$ cat src/rtl/ext_data_bus_responder.sv
// ext_data_bus_responder
// Board-side model of an off-chip 8-bit peripheral/SRAM on the external data
// bus. Resolves the shared data net between the pad drivers and this
// responder, serves strobed reads/writes from a 256x8 store with programmable
// wait states, and reports per-cycle bus contention.
//
// Optional feature macro: BUS_KEEPER_EN
//   defined   -> an undriven net bit holds its previous PadI value (bus hold)
//   undefined -> an undriven net bit resolves to 1 (board pull-up)
//
// Handshake: an access is open while CSn and the relevant strobe (RDn or WRn)
// are held low. Ready is high while read data is valid or a write has been
// committed, and drops at the edge that samples the strobe release. A new
// access is only accepted from IDLE, so a strobe seen together with a release
// is re-evaluated on the following cycle.
module ext_data_bus_responder #(
    parameter int unsigned WAIT_STATES = 2,
    parameter logic [7:0]  INIT_VALUE  = 8'hFF
) (
    input  logic       MasterClock,
    input  logic       Reset,
    input  logic [7:0] PadO,
    input  logic [7:0] PadE,
    input  logic [7:0] Addr,
    input  logic       CSn,
    input  logic       RDn,
    input  logic       WRn,
    output logic [7:0] PadI,
    output logic       Ready,
    output logic       Contention,
    output logic [2:0] DbgState
);

    localparam logic [3:0] WC_LOAD = 4'(WAIT_STATES);

    typedef enum logic [2:0] {
        ST_IDLE     = 3'd0,
        ST_RD_WAIT  = 3'd1,
        ST_RD_DRIVE = 3'd2,
        ST_WR_WAIT  = 3'd3,
        ST_WR_HOLD  = 3'd4
    } state_e;

    state_e      state_q;
    logic [3:0]  wc_q;
    logic [7:0]  addr_q;
    logic [7:0]  drv_q;
    logic        drv_en_q;
    logic        ready_q;
    logic [7:0]  padi_q;
    logic        cont_q;
    logic [7:0]  mem_q [256];

    logic [7:0]  net_d;
    logic [7:0]  pad_drv;
    logic [7:0]  rsp_drv;
    logic [7:0]  both_drv;
    logic        rd_held;
    logic        wr_held;
    logic        rd_req;
    logic        wr_req;
    logic        wr_commit;

    // Strobe decode; a request with both RDn and WRn low is illegal and ignored
    always_comb begin
        rd_held   = ~CSn & ~RDn;
        wr_held   = ~CSn & ~WRn;
        rd_req    = rd_held & WRn;
        wr_req    = wr_held & RDn;
        wr_commit = (state_q == ST_WR_WAIT) && wr_held && (wc_q == 4'd0);
    end

    // Per-bit net resolution: wired-AND when both ends drive, else the
    // single driver, else the pull-up or the keeper
    always_comb begin
        net_d    = 8'hFF;
        pad_drv  = ~PadE;
        rsp_drv  = {8{drv_en_q}};
        both_drv = pad_drv & rsp_drv;
        for (int i = 0; i < 8; i++) begin
            if (both_drv[i]) begin
                net_d[i] = PadO[i] & drv_q[i];
            end else if (pad_drv[i]) begin
                net_d[i] = PadO[i];
            end else if (rsp_drv[i]) begin
                net_d[i] = drv_q[i];
            end else begin
`ifdef BUS_KEEPER_EN
                net_d[i] = padi_q[i];
`else
                net_d[i] = 1'b1;
`endif
            end
        end
    end

    // Register the resolved net and the contention flag of the previous cycle
    always_ff @(posedge MasterClock) begin
        if (Reset) begin
            padi_q <= 8'hFF;
            cont_q <= 1'b0;
        end else begin
            padi_q <= net_d;
            cont_q <= |both_drv;
        end
    end

    // Access state machine: wait-state countdown, responder driver and Ready
    always_ff @(posedge MasterClock) begin
        if (Reset) begin
            state_q  <= ST_IDLE;
            wc_q     <= 4'd0;
            addr_q   <= 8'h00;
            drv_q    <= 8'h00;
            drv_en_q <= 1'b0;
            ready_q  <= 1'b0;
        end else begin
            case (state_q)
                ST_IDLE: begin
                    ready_q  <= 1'b0;
                    drv_en_q <= 1'b0;
                    if (rd_req) begin
                        addr_q  <= Addr;
                        wc_q    <= WC_LOAD;
                        state_q <= ST_RD_WAIT;
                    end else if (wr_req) begin
                        addr_q  <= Addr;
                        wc_q    <= WC_LOAD;
                        state_q <= ST_WR_WAIT;
                    end
                end
                ST_RD_WAIT: begin
                    if (!rd_held) begin
                        state_q <= ST_IDLE;
                    end else if (wc_q == 4'd0) begin
                        drv_q    <= mem_q[addr_q];
                        drv_en_q <= 1'b1;
                        state_q  <= ST_RD_DRIVE;
                    end else begin
                        wc_q <= wc_q - 4'd1;
                    end
                end
                ST_RD_DRIVE: begin
                    if (!rd_held) begin
                        drv_en_q <= 1'b0;
                        ready_q  <= 1'b0;
                        state_q  <= ST_IDLE;
                    end else begin
                        ready_q <= 1'b1;
                    end
                end
                ST_WR_WAIT: begin
                    if (!wr_held) begin
                        state_q <= ST_IDLE;
                    end else if (wc_q == 4'd0) begin
                        ready_q <= 1'b1;
                        state_q <= ST_WR_HOLD;
                    end else begin
                        wc_q <= wc_q - 4'd1;
                    end
                end
                ST_WR_HOLD: begin
                    if (!wr_held) begin
                        ready_q <= 1'b0;
                        state_q <= ST_IDLE;
                    end else begin
                        ready_q <= 1'b1;
                    end
                end
                default: begin
                    drv_en_q <= 1'b0;
                    ready_q  <= 1'b0;
                    state_q  <= ST_IDLE;
                end
            endcase
        end
    end

    // Backing store; a write captures the net value that is about to load PadI
    always_ff @(posedge MasterClock) begin
        if (Reset) begin
            for (int i = 0; i < 256; i++) begin
                mem_q[i] <= INIT_VALUE;
            end
        end else if (wr_commit) begin
            mem_q[addr_q] <= net_d;
        end
    end

    assign PadI       = padi_q;
    assign Ready      = ready_q;
    assign Contention = cont_q;
    assign DbgState   = state_q;

endmodule

$ cat config.mk
export PLATFORM = sky130hd
export DESIGN_NAME = ext_data_bus_responder
export DESIGN_NICKNAME = d
export VERILOG_FILES = /design/src/rtl/ext_data_bus_responder.sv
export SDC_FILE = /design/constraint.sdc
export NUM_CORES = 2
export LEC_CHECK = 0
export BUFFER_PORTS_ARGS = -buffer_cell sky130_fd_sc_hd__buf_2
export CAP_MARGIN = 25
export CELL_PAD_IN_SITES_DETAIL_PLACEMENT = 1
export CELL_PAD_IN_SITES_GLOBAL_PLACEMENT = 1
export CORE_UTILIZATION = 37
export CTS_BUF_LIST = sky130_fd_sc_hd__clkbuf_2 sky130_fd_sc_hd__clkbuf_4 sky130_fd_sc_hd__clkbuf_8
export DETAILED_ROUTE_END_ITERATION = 16
export HOLD_SLACK_MARGIN = 0.08
export PLACE_DENSITY = 0.59
export REMOVE_ABC_BUFFERS = 1
export SETUP_SLACK_MARGIN = 0.15
export SLEW_MARGIN = 0
export SYNTH_ARGS = -nofsm -noshare
export SYNTH_HDL_FRONTEND = slang
export SYNTH_SLANG_ARGS = --single-unit
$ cat constraint.sdc
create_clock -name MasterClock -period 2.8 [get_ports MasterClock]
set_input_delay 0.28 -clock MasterClock [delete_from_list [all_inputs] [get_ports MasterClock]]
set_output_delay 0.28 -clock MasterClock [all_outputs]
set_load 0.05 [all_outputs]
; Word-level counts from Yosys, hierarchy flattened
; Memories as Yosys holds them, arrays and structs flattened. A register that Yosys moved wholly into a read port is not among the register bits.
; Index checks and enable logic that the tools add are counted.
[op_classes]
addsub = 1
eq_ne = 13
muxes = 57
bitwise = 19
reduce_logical = 15
[op_table]
columns = operator, count
row1 = $mux 1, 36
row2 = $mux 8, 4
row3 = $mux 3, 8
row4 = $mux 4, 5
row5 = $reduce_or 8->1, 2
row6 = $pmux 3 s5, 1
row7 = $and 1x1->1, 12
row8 = $pmux 4 s3, 1
row9 = $ne 2x2->1 const B, 5
row10 = $and 8x8->8, 1
row11 = $not 8->8, 1
row12 = $reduce_and 4->1, 2
row13 = $eq 3x2->1 const B, 2
row14 = $ne 3x3->1 const B, 2
row15 = $reduce_and 3->1, 2
row16 = $not 1->1, 5
row17 = $reduce_and 5->1, 1
row18 = $logic_not 4->1, 1
row19 = $pmux 1 s4, 1
row20 = $sub 4x1->4 const B, 1
row21 = $eq 3x1->1 const B, 1
row22 = $eq 3x3->1 const B, 1
row23 = $logic_not 3->1, 1
row24 = $ne 3x2->1 const B, 1
row25 = 7 further kinds, 8
[word_totals]
ff_bits = 26
ram_bits = 2048
inputBits = 29
memories = 1
[memory_table]
columns = name, words, width, read_ports, rd_clocked_by_memory_dff, wr, line
row1 = mem_q, 256, 8, 1, 1, 256, 52  ; logic [7:0] mem_q [256];

; Logic depth before layout (Yosys ltp)
[logic_depth]
depth_word = 9
mapped_depth = 12
depth_no_buf = 8

; Least setup slack after synthesis
; Ideal clock, no wire load.
[synth_path]
path_type = register to register
startpoint = register state_q[0], in the netlist DbgState[0]
endpoint = memory mem_q[251][0] (enable)
t_arrival_ns = 2.604
t_required_ns = 2.474
slack_ns = -0.130
stages_incl_launch_ff = 9
n_path_buf = 2
cell_sequence = dfxtp_1 buf_2 nor2b_1 nand2_1 nor3_2 nand3_1 nor2_1 clkbuf_1 a21o_1
[synth_rtl]
columns = element, line
row1 = from (decl), 44  ; state_e state_q;
row2 = from (signal assigned), 111  ; state_q <= ST_IDLE;
row3 = from (signal assigned), 125  ; state_q <= ST_RD_WAIT;
row4 = from (signal assigned), 129  ; state_q <= ST_WR_WAIT;
row5 = to (decl), 52

==> impl_metrics.toml <==
[power]
p_leak_nw = 32.36
peakVddDrop_mv = 0.5064
power.density_nw_per_um2 = 590.7
finalPower_mw = 69.63

[yosys]
synth_ff_type = "edfxtp_1"
synthCells = 6548
synthSimpleGateAreaFrac = 0.1222
avgSynthCellArea_um2 = 14.13
synth-compound-area-share = 0.03549
async_reset_ff_frac = 0
ys_warn_count = 0
synth_xor_area_frac = 0.0003785
syn-cell-area_um2 = 92550
synthDistinctLibCells = 75
synth-seq-cells = 2082
seq_area_frac_synth = 0.6719
synth_top_family_by_area = "multiplexers"
synth_fa_ha_area_frac = 0.0001352
synth-edff-count = 2048
synth.area.mux_share = 0.1381

[die]
die_h_um = 502.1
start_util = 0.3722
dieArea_um2 = 252100
io_pins = 42
coreArea_um2 = 248700
fp.dieW_um = 502.1
rows = 183

[worst_setup_path]
end_kind = "flip-flop"
cp.required_ns = 3.73
worstPathCellList = "buf_12 -> buf_12 -> buf_16 -> buf_12 -> mux4_2 -> mux2i_4 -> buf_6 -> o22ai_2 -> or3_4 -> o211ai_1 -> buf_4 -> o2111a_1 -> a211oi_2"
crit_slowest_cell = "mux4_2"
slowest_delay_ns = 0.52
cp_num_buf_inv = 6
arrival_ns = 4.00
cp_common_cell = "buf_12"
cp_top_family = "buffers and inverters"
crit_type = "flip-flop to flip-flop"
rrSetupSlack_ns = -0.26
start_kind = "flip-flop"
critical_path.max_fanout = 7

[detailed_routing]
final_antenna_net_count = 0
route.detailed.drc = 0
vias = 64509
routed_wl_um = 352200
drt_iter0_markers = 7153
drt_pre_antenna_iters = 6
via_per_inst = 5.687
wl_per_cell_um = 31.05

[grt]
grt_use_total = 0.2759
grt_max_degree = 130
grt_pass1_wl_um = 496600
overflow = 0
grt_pass1_vias = 67293
antenna_found_initial = 12

[sta]
setup_ws_ns = -0.2641
period_share = 1.094
worst_pin_slew_ns = 0.8753
whs_ns = 0.1935
fin_crit_ns = 3.064
slew_violations = 0
rsz0062_at_grt = "yes"
max_freq_mhz = 326.4
relSlewSlack = 0.4165
finalSetupTns_ns = -1.397
clock_skew_ns = 0.08967
final_hold_viol_count = 0
setup_viol = 8

[clocking]
ctsRootBufferMaster = "clkbuf_8"
clock_path_buffers = 4
numCtsBuffers = 372
cts.reportedPaths.clkPinSlew_ns = 0.06
cts_tree = "built"
htreeDepth = 5
insertion_delay_ns = 1.11
clock-sinks = 2082

[final_layout]
drive_gt1_frac = 0.3422
design_area_um2 = 117900
area_delta_synth_final_pct = 27.37
nets = 7778
mostFrequentLayoutCell = "nand2_1"
final_cell_mix = "nand2_1 (2086), edfxtp_1 (2048), buf_4 (881), mux4_2 (491), clkbuf_8 (383)"

[place]
place.port_buffers = 41
dpl_worst_slack_ns = -0.6431
dp_hpwl_um = 233800
gp_congestion = 0.8917
place_area_um2 = 106100

[min_path]
hp-class = "input port to flip-flop"

[status]
violations = "setup timing"
status = "finished with violations"

[flow_run]
max_cap_viol_count = 0
-- final timing paths --
kind	from	to	cells after the start
max	addr_q[0]	drv_q[6]	13
min	PadE[3]	mem_q[230][3]	5
max reg2reg	addr_q[0]	drv_q[6]	13
min reg2reg	Ready	Ready	3
-- where the power goes --
| group | internal (mW) | switching, mW | leakage, nW |
|---|---|---|---|
| Clock | 14.5 | 13.1 | 3.61 |
| Combinational | 3.05 | 4.71 | 14.6 |
| Sequential | 34.2 | 0.120 | 14.1 |
-- area by class of cell --
type / instances / area [µm²]
Timing Repair Buffer: 1417 / 15740
Antenna cell: 6 / 15.01
Multi-Input combinational cell: 3866 / 28850
Sequential cell: 2082 / 62200
Tap cell: 3330 / 4167
Fill cell: 24851 / 130800
Clock buffer: 487 / 6052
Inverter: 9 / 53.80
Clock inverter: 146 / 795.8
-- Yosys cell counts, types with 3 or more instances --
library cell / count / area [µm²]
a22oi_1: 31 / 232.7
and4b_1: 3 / 30.03
a21oi_1: 45 / 225.2
nand2_1: 2115 / 7939
a31oi_1: 16 / 100.1
mux4_2: 487 / 10970
o22a_1: 9 / 78.83
edfxtp_1: 2048 / 61500
nor3_2: 8 / 80.08
clkbuf_1: 323 / 1212
nand3_1: 189 / 945.9
nor2b_1: 14 / 87.58
o2111ai_1: 5 / 43.79
a311oi_1: 6 / 52.55
o21bai_1: 33 / 247.7
buf_4: 64 / 480.5
a221oi_1: 4 / 35.03
mux2i_1: 136 / 1361
nand4_1: 13 / 81.33
a21o_1: 156 / 1171
and2_1: 6 / 37.54
o22ai_1: 28 / 175.2
mux2_2: 10 / 112.6
or2_2: 79 / 494.2
o21ai_0: 16 / 80.08
buf_2: 157 / 785.8
o31ai_1: 3 / 22.52
o221ai_1: 13 / 113.9
mux4_1: 13 / 341.6
inv_1: 7 / 26.28
a32oi_1: 38 / 332.8
buf_1: 14 / 52.55
a211oi_1: 11 / 82.58
dfxtp_1: 34 / 680.7
and3_1: 7 / 43.79
nor4_1: 5 / 31.28
buf_6: 31 / 349.1
nor2_2: 25 / 156.4
a2111oi_0: 8 / 70.07
o211ai_1: 8 / 60.06
nor3_1: 26 / 130.1
nor2_1: 228 / 855.8
nand2b_1: 23 / 143.9
or3_1: 7 / 43.79
-- sequential cells by signal (all words and copies together), names as in the netlist --
name / cells
drv_q: 8
DbgState: 3
addr_q: 8
mem_q: 2048
Contention: 1
wc_q: 4
PadI: 8
drv_en_q: 1
Ready: 1
-- metrics by stage --
stage | cells | util
finish | 11343 | 0.4741
global placement | 10473 | 0.4268
detailed placement | 10476 | 0.4269
floorplan | 5957 | -
global route | 11341 | 0.4740
CTS | 11256 | 0.4663
-- routing by layer --
layer	share of wire	global-route usage	vias up
li1	-	-	26669
met1	0.40	0.3676	34147
met2	0.48	0.4501	3020
met4	0.042	0.1102	0
met5	0	0	-
met3	0.080	0.04431	673
-- timing repair --
item / 4_1_cts / 5_1_grt
setup buffers: 76 / 68
cloned: 20 / 17
gates resized for setup: 239 / 230
hold buffers: 51 / 1
pin swaps: 46 / 49
hold endpoints to repair: 859 / 85
setup endpoints to repair: 2532 / 1522
-- worst reg2reg max path: cells and delay by family (launching register included) --
| family | cells | cell delay (ns) |
|---|---|---|
| mux | 2 | 0.73 |
| buf+inv | 6 | 0.94 |
| simple gates | 1 | 0.39 |
| flops | 1 | 0.40 |
| compound gates | 4 | 0.45 |
-- logic make-up (layout without fill, tap and decap cells) --
group | after synthesis | after routing
and+or+nand+nor | 2769 | 2769
DFF | 2082 | 2082
muxes | 646 | 646
buffers and inverters | 600 | 2059
AOI/OAI and AO/OA | 446 | 446
xor gates and xnor gates | 4 | 4
adders and majority gates | 1 | 1
other | 0 | 6
No activity file was read; power rests on OpenSTA's default activity.
